==> config.mk <==
export PLATFORM = sky130hd
export DESIGN_NAME = riscv_issue_ctl
export DESIGN_NICKNAME = d
export VERILOG_FILES = /design/src/rtl/riscv_pkg.sv /design/src/rtl/riscv_scoreboard.sv /design/src/rtl/riscv_issue_ctl.sv
export SDC_FILE = /design/constraint.sdc
export NUM_CORES = 1
export LEC_CHECK = 0
export BUFFER_PORTS_ARGS = -buffer_cell sky130_fd_sc_hd__clkbuf_2
export CAP_MARGIN = 10
export CORE_MARGIN = 1.5
export CORE_UTILIZATION = 35
export DETAILED_ROUTE_END_ITERATION = 8
export SETUP_SLACK_MARGIN = 0.3
export SYNTH_ARGS = -nofsm -noshare
export SYNTH_HDL_FRONTEND = slang
export SYNTH_SLANG_ARGS = --single-unit
==> constraint.sdc <==
create_clock -name clock -period 9.9 [get_ports clock]
set_input_delay 2.97 -clock clock [delete_from_list [all_inputs] [get_ports clock]]
set_output_delay 2.97 -clock clock [all_outputs]
set_load 0.05 [all_outputs]
==> src/rtl/riscv_pkg.sv <==
// riscv_pkg: instruction type, opcodes and register-usage decode for the issue controller.
package riscv_pkg;
  typedef logic [31:0] instr_type;
  typedef enum logic {EMPTY, HELD} issue_state_t;
  localparam logic [6:0] OP       = 7'b0110011;
  localparam logic [6:0] OP_IMM   = 7'b0010011;
  localparam logic [6:0] LOAD     = 7'b0000011;
  localparam logic [6:0] STORE    = 7'b0100011;
  localparam logic [6:0] BRANCH   = 7'b1100011;
  localparam logic [6:0] JAL      = 7'b1101111;
  localparam logic [6:0] JALR     = 7'b1100111;
  localparam logic [6:0] LUI      = 7'b0110111;
  localparam logic [6:0] AUIPC    = 7'b0010111;
  localparam logic [6:0] MISC_MEM = 7'b0001111;
  localparam logic [6:0] SYSTEM   = 7'b1110011;
  function automatic logic [4:0] rd_of(instr_type i);
    return i[11:7];
  endfunction
  function automatic logic [4:0] rs1_of(instr_type i);
    return i[19:15];
  endfunction
  function automatic logic [4:0] rs2_of(instr_type i);
    return i[24:20];
  endfunction
  function automatic logic uses_rs1(instr_type i);
    return !(i[6:0] inside {LUI, AUIPC, JAL});
  endfunction
  function automatic logic uses_rs2(instr_type i);
    return i[6:0] inside {OP, BRANCH, STORE};
  endfunction
  function automatic logic writes_rd(instr_type i);
    return !(i[6:0] inside {BRANCH, STORE, MISC_MEM, SYSTEM}) && i[11:7] != 5'd0;
  endfunction
endpackage

==> src/rtl/riscv_scoreboard.sv <==
// riscv_scoreboard: pending-writeback busy vector and in-flight counter with hazard lookups.
// RISCV_ISSUE_WB_BYPASS_EN lets a same-cycle writeback hide its busy bit and count from the checks.
module riscv_scoreboard #(
  parameter int MAX_INFLIGHT = 4
) (
  input  logic        clock,
  input  logic        reset_n,
  input  logic        set_en,
  input  logic [4:0]  set_idx,
  input  logic        clr_en,
  input  logic [4:0]  clr_idx,
  input  logic [4:0]  rs1,
  input  logic [4:0]  rs2,
  input  logic [4:0]  rd,
  output logic        busy_rs1,
  output logic        busy_rs2,
  output logic        busy_rd,
  output logic        full,
  output logic [31:0] busy
);
  logic [3:0]  cnt;
  logic [31:0] busy_chk;
  logic [3:0]  cnt_chk;
`ifdef RISCV_ISSUE_WB_BYPASS_EN
  assign busy_chk = busy & ~(32'(clr_en) << clr_idx);
  assign cnt_chk  = cnt - 4'(clr_en && cnt != 4'd0);
`else
  assign busy_chk = busy;
  assign cnt_chk  = cnt;
`endif
  assign busy_rs1 = busy_chk[rs1];
  assign busy_rs2 = busy_chk[rs2];
  assign busy_rd  = busy_chk[rd];
  assign full     = cnt_chk == 4'(MAX_INFLIGHT);
  // set after clear so a same-cycle wb and reissue of one register leaves it pending
  always_ff @(posedge clock) begin
    if (!reset_n) begin
      busy <= '0;
      cnt  <= '0;
    end else begin
      busy <= ((busy & ~(32'(clr_en) << clr_idx)) | (32'(set_en) << set_idx)) & ~32'd1;
      cnt  <= (set_en && !clr_en && cnt != 4'(MAX_INFLIGHT)) ? cnt + 4'd1 :
              (!set_en && clr_en && cnt != 4'd0) ? cnt - 4'd1 : cnt;
    end
  end
endmodule

==> src/rtl/riscv_issue_ctl.sv <==
// riscv_issue_ctl: in-order single-entry issue stage with scoreboard-based hazard stall.
// Define RISCV_ISSUE_WB_BYPASS_EN to issue dependents in the same cycle as their writeback.
module riscv_issue_ctl
  import riscv_pkg::*;
#(
  parameter int MAX_INFLIGHT = 4
) (
  input  logic        clock,
  input  logic        reset_n,
  input  logic        idu_vld,
  input  logic [31:0] idu_addr,
  input  instr_type   idu_data,
  output logic        idu_rdy,
  output logic        iss_vld,
  output logic [31:0] iss_addr,
  output instr_type   iss_data,
  input  logic        iss_rdy,
  input  logic        wb_vld,
  input  logic [4:0]  wb_rd,
  input  logic        flush,
  output logic [31:0] busy_o
);
  issue_state_t state;
  logic [31:0]  hold_addr;
  instr_type    hold_data;
  logic hold_vld, wr, hazard, issue_fire, accept;
  logic busy_rs1, busy_rs2, busy_rd, full;
  assign hold_vld   = state == HELD;
  assign wr         = writes_rd(hold_data);
  assign hazard     = (uses_rs1(hold_data) && busy_rs1) || (uses_rs2(hold_data) && busy_rs2) ||
                      (wr && (busy_rd || full));
  // flush outranks the handshake so execute never sees a discarded instruction fire
  assign iss_vld    = hold_vld && !hazard && !flush;
  assign issue_fire = iss_vld && iss_rdy;
  assign idu_rdy    = !flush && (!hold_vld || issue_fire);
  assign accept     = idu_vld && idu_rdy;
  assign iss_addr   = hold_addr;
  assign iss_data   = hold_data;
  always_ff @(posedge clock) begin
    if (!reset_n) begin
      state     <= EMPTY;
      hold_addr <= '0;
      hold_data <= '0;
    end else begin
      state <= flush ? EMPTY : accept ? HELD : issue_fire ? EMPTY : state;
      if (accept) begin
        hold_addr <= idu_addr;
        hold_data <= idu_data;
      end
    end
  end
  riscv_scoreboard #(.MAX_INFLIGHT(MAX_INFLIGHT)) u_sb (
    .clock    (clock),
    .reset_n  (reset_n),
    .set_en   (issue_fire && wr),
    .set_idx  (rd_of(hold_data)),
    .clr_en   (wb_vld),
    .clr_idx  (wb_rd),
    .rs1      (rs1_of(hold_data)),
    .rs2      (rs2_of(hold_data)),
    .rd       (rd_of(hold_data)),
    .busy_rs1 (busy_rs1),
    .busy_rs2 (busy_rs2),
    .busy_rd  (busy_rd),
    .full     (full),
    .busy     (busy_o)
  );
endmodule

==> impl_metrics.toml <==
[worst_setup_path]
crit_slowest_cell = "nor4_4"
crit_chain = "clkbuf_2 > nor4_4 > o211ai_4 > nand2_1 > o21ai_0 > nor2_1 > clkbuf_2"
crit_fanout = 6
worst_path_most_repeated_cell = "clkbuf_2"
max_stage_delay_ps = 340
critPathKind = "in -> out"
cpLargestDelayFamily = "simple AND/OR/NAND/NOR gates"
cp-end-kind = "output pin"
crit_required_ps = 6930
crit_buf_inv = 2
cp-start-kind = "input port"
worstPathArrival_ps = 4240

[drt]
met1_length_um = 6229
routed-wl-met3_um = 1310
wl_met2_um = 7340
top_layer = "met4"
viasPerCell = 5.386
drc = 0
drtIter0Drc = 369
drtPass1Iterations = 5
vias = 4837
postRouteAntennaNets = 0
routedWlPerCell_um = 16.88
wl_um = 15160

[floorplan]
die_w_um = 122.9
initial_utilization = 0.3609
die_height_um = 122.9
coreArea_um2 = 13930
die-area_um2 = 15100
io_pins = 173
std_cell_rows = 43

[timing]
rsz0062_at_grt = "false"
slew_violations = 0
hold_ws_ps = 458.1
skew_ps = 11.06
worstMarginPinSlew_ps = 1078
setup_violations = 0
fin_crit_sh = 0.7287
layout_min_cycle_time_ps = 7215
fin_setup_tns_ps = 0
max_slew_margin = 0.2812
finalHoldViolations = 0
max_clock_freq_mhz = 138.6

[clocking]
clk_latency_ps = 350
htreeDepth = 3
clockBufferDepth = 2
numCtsBuffers = 9
cts_resized = 0
numClockSinks = 100
postCtsSetupBuffers = 0
clk_pin_slew_ps = 70
cts_tree = "yes"
holdBufCountCts = 0
clockRootBuffer = "clkbuf_16"

[logic_synthesis]
ys_warn_count = 0
synth_area_um2 = 5029
synth_edf_count = 0
synth.ff_latch_count = 100
syn-num-nets = 653
yosysSeqAreaShare = 0.3981
avgSynthCellArea_um2 = 8.745
syn_inst = 575
synth-async-reset-ratio = 0
ys_types = 60
synth_top_flop_cell = "dfxtp_1"

[layout]
mostFrequentLayoutCells = "clkbuf_2, dfxtp_1, o21ai_0, nand2_1, nand3_1"
final_common_cell = "clkbuf_2"
area_delta_synth_final_pct = 23.29
final_core_util = 0.4449
fin_cells = 898
drive_gt1_frac = 0.3054
final_nets = 790

[place]
io_buffers = 171
dp_hpwl_um = 11240
place_inst = 881
place.gp.congestion = 0.8034

[global_routing]
grt_pass1_wl_um = 23390
first_global_vias = 4424
grt_max_degree = 129
overflow = 0
antenna_found_initial = 1
grt_use_total = 0.2021

[pwr]
p_per_area_nw_per_um2 = 166.0
p_leak_uw = 0.002492
ir_worst_vdd_mv = 0.07323

[min_path]
hold_path_class = "reg -> reg"

[run_status]
status = "completed"

[run]
maxCapViolCount = 0
[metal layers]
layer / up-vias / GRT usage
li1: 2364 / -
met1: 2296 / 0.2525
met2: 157 / 0.3208
met3: 20 / 0.07388
met4: 0 / 0.06977
met5: - / 0
[final cells by class]
type                       instances  area, µm²
multi-input combinational        418       2740
clock inverter                     5      66.31
clock buffer                      11      252.7
sequential                       100       2002
fill                            1394       7735
timing repair buffer             173      873.3
tap                              180      225.2
antenna                            1      2.502
inverter                          10      37.54
[power breakdown]
part	switching, µW	internal (µW)	leakage, µW	total [µW]
clock network	162	213	0.000154	375
registers	28.9	424	0.000814	453
logic	127	73.4	0.00152	201
[metrics by stage]
step | worst slack [ps] | power (µW) | instance area [µm²]
2_1_floorplan | 2452 | 612.4 | 5029
3_3_place_gp | 2692 | 656.7 | 5878
3_5_place_dp | 2677 | 663.4 | 5878
4_1_cts | 2673 | 1040 | 6197
5_1_grt | 2520 | 1080 | 6197
6_report | 2685 | 1029 | 6200
[synthesized netlist by cell type, types with 2 or more instances]
cell	number	area share
ha_1	2	0.0050
nand4_1	4	0.0050
nand2b_1	12	0.015
nor4_1	2	0.0025
a21oi_1	3	0.0030
and3_1	2	0.0025
or3_1	5	0.0062
a21o_1	2	0.0030
mux2i_1	18	0.036
mux4_2	7	0.031
nor4_4	2	0.0085
mux4_1	7	0.037
a311oi_1	3	0.0052
inv_1	10	0.0075
clkbuf_1	20	0.015
o211ai_1	25	0.037
nand4b_1	4	0.0070
nor2_1	8	0.0060
nand3_1	74	0.074
buf_1	2	0.0015
o21ai_0	93	0.093
buf_6	5	0.011
nand2_1	81	0.060
nand3b_1	3	0.0045
o21ai_1	6	0.0060
o22ai_1	3	0.0037
a22oi_1	3	0.0045
or3b_2	2	0.0035
nor3_1	3	0.0030
or2_2	2	0.0025
mux2_2	5	0.011
buf_2	11	0.011
clkbuf_2	5	0.0050
a21boi_0	8	0.012
dfxtp_1	100	0.40
buf_4	3	0.0045
nor2b_1	7	0.0087
[state kept, by name (all words and copies together) (netlist names)]
name,count
u_sb.cnt,4
iss_addr,32
hold_vld,1
iss_data,32
u_sb.busy,31
[worst register-to-register path, stage by stage, from the launching register on]
cell	delay [ps]
dfxtp_1	750
mux4_2	580
mux2i_1	170
o22ai_1	150
o21ai_2	240
or2b_2	380
or3_4	380
ha_1	290
a21o_1	180
a21oi_1	200
nor4_1	60
o21ba_2	250
mux2i_1	170
[worst paths after layout]
path                  endpoint  depth (start not counted)         start  slack, ps
hold reg to reg   iss_addr[14]                          2  iss_addr[14]        460
setup / recovery       idu_rdy                          7         flush       2690
hold / removal    iss_addr[14]                          2  iss_addr[14]        460
setup reg to reg   u_sb.cnt[3]                         12   iss_data[8]       6040
[logic make-up after synthesis]
logic type / share of synthesized area
simple gates: 0.2190
compound gates: 0.1958
flops: 0.3981
buf+inv: 0.05847
mux: 0.1172
fa+ha+maj: 0.008957
other cells: 0.0007457
xor+xnor: 0.001742
(Power assumes the default switching activity.)
